`config.mk`:
```
export PLATFORM = sky130hd
export DESIGN_NAME = fbtxt_console
export DESIGN_NICKNAME = d
export VERILOG_FILES = /design/src/rtl/fbtxt_console.sv
export SDC_FILE = /design/constraint.sdc
export NUM_CORES = 1
export LEC_CHECK = 0
export ABC_AREA = 1
export CAP_MARGIN = 25
export CORE_MARGIN = 8
export CORE_UTILIZATION = 50
export DETAILED_ROUTE_END_ITERATION = 6
export HOLD_SLACK_MARGIN = 0.02
export PLACE_DENSITY = 0.81
export SYNTH_ARGS = -nofsm -noshare
export SYNTH_HDL_FRONTEND = slang
export SYNTH_SLANG_ARGS = --single-unit
```
`constraint.sdc`:
```
create_clock -name clock -period 2.4 [get_ports clock]
set_input_delay 0.36 -clock clock [delete_from_list [all_inputs] [get_ports clock]]
set_output_delay 0.36 -clock clock [all_outputs]
set_load 0.1 [all_outputs]
```
`src/rtl/fbtxt_console.sv`:
```
// Byte-stream writer for the 40x25 text cell RAM: one printable byte per 2 cycles, CR/LF/BS in the accept cycle.
// Scroll and clear run as cell-per-cycle sweeps while charReady is held low; the source holds its byte until accepted.
module fbtxt_console #(
    parameter int COLS = 40,
    parameter int ROWS = 25
) (
    input  logic        clock,
    input  logic        reset,
    input  logic [7:0]  charIn,
    input  logic        charValid,
    output logic        charReady,
    input  logic [5:0]  attrClrA,
    input  logic [5:0]  attrClrB,
    output logic        cellWrEn,
    output logic [13:0] cellWrIx,
    output logic [31:0] cellWrData,
    output logic [13:0] cellRdIx,
    input  logic [31:0] cellRdData,
    output logic [5:0]  curX,
    output logic [4:0]  curY,
    output logic        busy
);

    localparam logic [13:0] CELLS     = 14'(ROWS * COLS);
    localparam logic [13:0] LAST_ROW  = 14'((ROWS - 1) * COLS);
    localparam logic [13:0] COPY_LAST = 14'((ROWS - 1) * COLS - 1);
    localparam logic [13:0] COLS14    = 14'(COLS);
    localparam logic [5:0]  XMAX      = 6'(COLS - 1);
    localparam logic [4:0]  YMAX      = 5'(ROWS - 1);
    localparam logic [31:0] BLANK     = 32'h003F_0020;

    typedef enum logic [2:0] {CLRALL, IDLE, PUT, SCRL, CLRLN} stateT;

    stateT       state, stateNext;
    logic [13:0] cnt, cntNext;
    logic [5:0]  xNext;
    logic [4:0]  yNext;
    logic        wrEnNext, copySel, copyNext;
    logic [13:0] wrIxNext, rdIxNext;
    logic [31:0] wrDataQ, wrDataNext;

    // Copy writes carry the RAM read data straight through; the select itself is registered.
    assign cellWrData = copySel ? cellRdData : wrDataQ;

    always_comb begin
        stateNext  = state;
        cntNext    = cnt;
        xNext      = curX;
        yNext      = curY;
        wrEnNext   = 1'b0;
        wrIxNext   = cellWrIx;
        wrDataNext = wrDataQ;
        copyNext   = 1'b0;
        rdIxNext   = cellRdIx;
        case (state)
            CLRALL, CLRLN: begin
                // cnt runs one past the last cell so IDLE lines up with the final write being visible
                if (cnt < CELLS) begin
                    wrEnNext   = 1'b1;
                    wrIxNext   = cnt;
                    wrDataNext = BLANK;
                    cntNext    = cnt + 14'd1;
                end else begin
                    stateNext = IDLE;
                end
            end
            IDLE: begin
                if (charValid) begin
                    if (charIn >= 8'h20 && charIn <= 8'h7E) begin
                        wrEnNext   = 1'b1;
                        wrIxNext   = 14'(curY) * COLS14 + 14'(curX);
                        wrDataNext = {4'b0000, attrClrB, attrClrA, 8'h00, charIn};
                        stateNext  = PUT;
                    end else begin
                        case (charIn)
                            8'h0D: xNext = 6'd0;
                            8'h0A: begin
                                xNext = 6'd0;
                                if (curY < YMAX) begin
                                    yNext = curY + 5'd1;
                                end else begin
                                    stateNext = SCRL;
                                    cntNext   = 14'd0;
                                    rdIxNext  = COLS14;
                                end
                            end
                            8'h08: if (curX != 6'd0) xNext = curX - 6'd1;
                            8'h0C: begin
                                xNext     = 6'd0;
                                yNext     = 5'd0;
                                stateNext = CLRALL;
                                cntNext   = 14'd0;
                            end
                            default: ;
                        endcase
                    end
                end
            end
            PUT: begin
                if (curX < XMAX) begin
                    xNext     = curX + 6'd1;
                    stateNext = IDLE;
                end else begin
                    xNext = 6'd0;
                    if (curY < YMAX) begin
                        yNext     = curY + 5'd1;
                        stateNext = IDLE;
                    end else begin
                        stateNext = SCRL;
                        cntNext   = 14'd0;
                        rdIxNext  = COLS14;
                    end
                end
            end
            SCRL: begin
                wrEnNext = 1'b1;
                wrIxNext = cnt;
                copyNext = 1'b1;
                cntNext  = cnt + 14'd1;
                if (cnt == COPY_LAST) begin
                    stateNext = CLRLN;
                    cntNext   = LAST_ROW;
                end else begin
                    rdIxNext = cnt + COLS14 + 14'd1;
                end
            end
            default: stateNext = CLRALL;
        endcase
    end

    always_ff @(posedge clock) begin
        if (reset) begin
            state     <= CLRALL;
            cnt       <= 14'd0;
            curX      <= 6'd0;
            curY      <= 5'd0;
            cellWrEn  <= 1'b0;
            cellWrIx  <= 14'd0;
            wrDataQ   <= 32'd0;
            copySel   <= 1'b0;
            cellRdIx  <= 14'd0;
            charReady <= 1'b0;
            busy      <= 1'b1;
        end else begin
            state     <= stateNext;
            cnt       <= cntNext;
            curX      <= xNext;
            curY      <= yNext;
            cellWrEn  <= wrEnNext;
            cellWrIx  <= wrIxNext;
            wrDataQ   <= wrDataNext;
            copySel   <= copyNext;
            cellRdIx  <= rdIxNext;
            charReady <= (stateNext == IDLE);
            busy      <= (stateNext != IDLE);
        end
    end

endmodule

```
==> impl_metrics.json <==
{
  "ys_ff_latch": 80,
  "max_stage_delay_ns": 0.42,
  "critPathKind": "reg -> reg",
  "rows": 36,
  "final.setup_skew_ns": 0.008541,
  "cp_cell_sequence": "ha_1 > nand2_4 > nor2_8 > nand3_4 > o21ai_4 > nand3_4 > clkinv_2 > nand2_1 > nor2_1 > nand2_1",
  "dp_hpwl_um": 12730,
  "port_buffers": 128,
  "grt_pass1_vias": 5174,
  "leakage_nw": 3.097,
  "synthArstFlopShare_pct": 0,
  "fin_crit_sh_pct": 90.97,
  "die_y_um": 116.3,
  "cts.reportedPaths.clkPinSlew_ns": 0.08,
  "ys_types": 44,
  "max-slew-margin-rel_pct": 54.97,
  "drive_gt1_share_pct": 22.61,
  "rsz0062_at_grt": "false",
  "grt_pass1_wl_um": 26220,
  "insertion_delay_ns": 0.36,
  "syn-instance-count": 717,
  "critical_path.startpoint_type": "flop",
  "synth_fp_nets": 788,
  "grt_overflow_total": 0,
  "drv_slew": 0,
  "cts_root_buffer": "clkbuf_8",
  "grtUsageTotal_pct": 24.44,
  "post_cts_buffers": 0,
  "synth_area_mm2": 0.005034,
  "drc": 0,
  "synth_top_cell_by_area": "dfxtp_1",
  "multi_input_area_mm2": 0.002989,
  "path_max_fanout": 11,
  "avgSynthCellArea_um2": 7.020,
  "fin_util_pct": 70.56,
  "crit_buf_inv": 1,
  "vias": 5339,
  "synth.top_cell.area_share_pct": 31.82,
  "setup.worst_path.end_class": "flop",
  "timing.final.ws_setup_ns": 0.2168,
  "antenna_cells": 0,
  "max_freq_mhz": 458.0,
  "drt-total-wl_um": 16530,
  "antenna_found_initial": 0,
  "cts-resized-gates": 0,
  "nFillCells": 794,
  "cts_tree": "yes",
  "tightest_slew_ns": 0.6747,
  "grt_max_degree": 47,
  "cp_slowest_cell": "dfxtp_1",
  "ys.flop_type": "dfxtp_1",
  "setup_viol": 0,
  "synth_edf_count": 0,
  "seqCellArea_mm2": 0.001610,
  "gp_congestion": 0.9392,
  "timing_hold_violations_final": 0,
  "initial_utilization_pct": 51.50,
  "irDropWorstVdd_mv": 0.2862,
  "power_density_mw_per_mm2": 397.4,
  "ant_nets": 0,
  "synthTopCellsByCount": "nand2_1, nor2_1, dfxtp_1, inv_1, nand3_1",
  "cts_buffer_depth": 2,
  "synth.area.top_cells": "dfxtp_1, nand2_1, nor2_1",
  "yosysSeqAreaShare_pct": 31.82,
  "preCtsSetupSlack_ns": 0.08184,
  "yosysWarnings": 0,
  "clock-sinks": 80,
  "viasPerCell": 5.437,
  "dr.pass1.iters": 4,
  "crit_arrival_ns": 2.43,
  "drv_cap": 0,
  "drt_iter0_drc": 445,
  "die_w_um": 116.3,
  "numCtsBuffers": 9,
  "post_drt_wl_per_cell_um": 16.83,
  "crit_required_ns": 2.65,
  "cts_hold_buf": 0,
  "yosysMostFrequentCell": "nand2_1",
  "area_growth_pct": 37.01,
  "tns_ns": 0,
  "io_pins": 129,
  "cp_top_family": "simple AND/OR/NAND/NOR gates",
  "cts_max_level": 3,
  "dieArea_mm2": 0.01353,
  "status": "finished clean",
  "core_mm2": 0.009774,
  "hold_class": "reg -> reg",
  "nNetsFinal": 915,
  "period_needed_ns": 2.183
}
per-layer routing:
layer  GRT usage [%]  vias to the layer above  wire (um)
met5               0                        -          0
met4           8.643                        0        354
met3           4.240                       26       1394
met1           29.60                     2457       6883
li1                -                     2620          -
met2           42.53                      236       7894
cell usage in the layout, fill, tap and decap left out, types with 6 or more instances in the layout:
master	netlist	layout
a21oi_2	6	6
dfxtp_1	80	73
nand4_1	14	14
inv_2	9	8
nor3_1	8	8
a21oi_1	53	53
buf_4	0	62
clkdlybuf4s50_1	0	53
nor2_1	82	82
nand2_2	11	11
o21ai_0	41	40
ha_1	14	14
o21ai_1	18	19
a31oi_1	7	7
buf_12	0	32
mux2_2	19	19
nand2_1	144	144
xor2_1	17	17
inv_1	59	59
clkbuf_8	0	9
nand3_1	57	57
dfxtp_2	0	7
cell type report:
| class | instances | share of cell area [%] |
|---|---|---|
| clock inverters | 5 | 1.179 |
| inverters | 72 | 4.009 |
| repair buffers | 148 | 23.80 |
| multi-input cells | 533 | 43.34 |
| clock buffers | 11 | 1.905 |
| well taps | 133 | 2.413 |
| flip-flops and latches | 80 | 23.35 |
flip-flops by register name, indices dropped and copies added, names as in the netlist:
register and count:
busy 1, cellRdIx 14, cellWrEn 1, cellWrIx 14
charReady 1, cnt 14, copySel 1, curX 6
curY 5, state 3, wrDataQ 20
worst min-delay path: stages (launching register included):
cell and delay, ns:
dfxtp_1 0.33, nand2_2 0.07, a21oi_2 0.04
kinds of logic after synthesis:
| kind of cell | after synthesis | synth area share (%) |
|---|---|---|
| buffers and inverters | 104 | 8.799 |
| DFF | 80 | 31.82 |
| AOI/OAI and AO/OA | 137 | 15.24 |
| muxes | 20 | 4.450 |
| adders and majority gates | 16 | 4.275 |
| and+or+nand+nor | 340 | 31.94 |
| xor gates and xnor gates | 20 | 3.480 |
per-stage QoR:
stage               total power [W]  instance area, um2  hold WS, ns  cells
global placement           0.001667                6683       0.4474    966
finish                     0.002740                6897       0.4735    982
global route               0.002823                6897       0.4940    982
CTS                        0.002748                6895       0.4742    982
detailed placement         0.001672                6683       0.4618    966
floorplan                  0.001519                5042       0.4243    717
where the power goes:
part	total, W	internal, W	switching (W)
clock network	0.00110	0.000587	0.000511
logic	0.000290	0.000134	0.000156
registers	0.00135	0.00134	0.0000118
final timing paths:
check               from           to  slack [ns]  cells after the start
min reg2reg  cellRdIx[2]  cellRdIx[2]        0.47                      2
max reg2reg       cnt[1]         busy        0.22                     10
max               cnt[1]         busy        0.22                     10
min          cellRdIx[2]  cellRdIx[2]        0.47                      2
(Power assumes the default switching activity.)
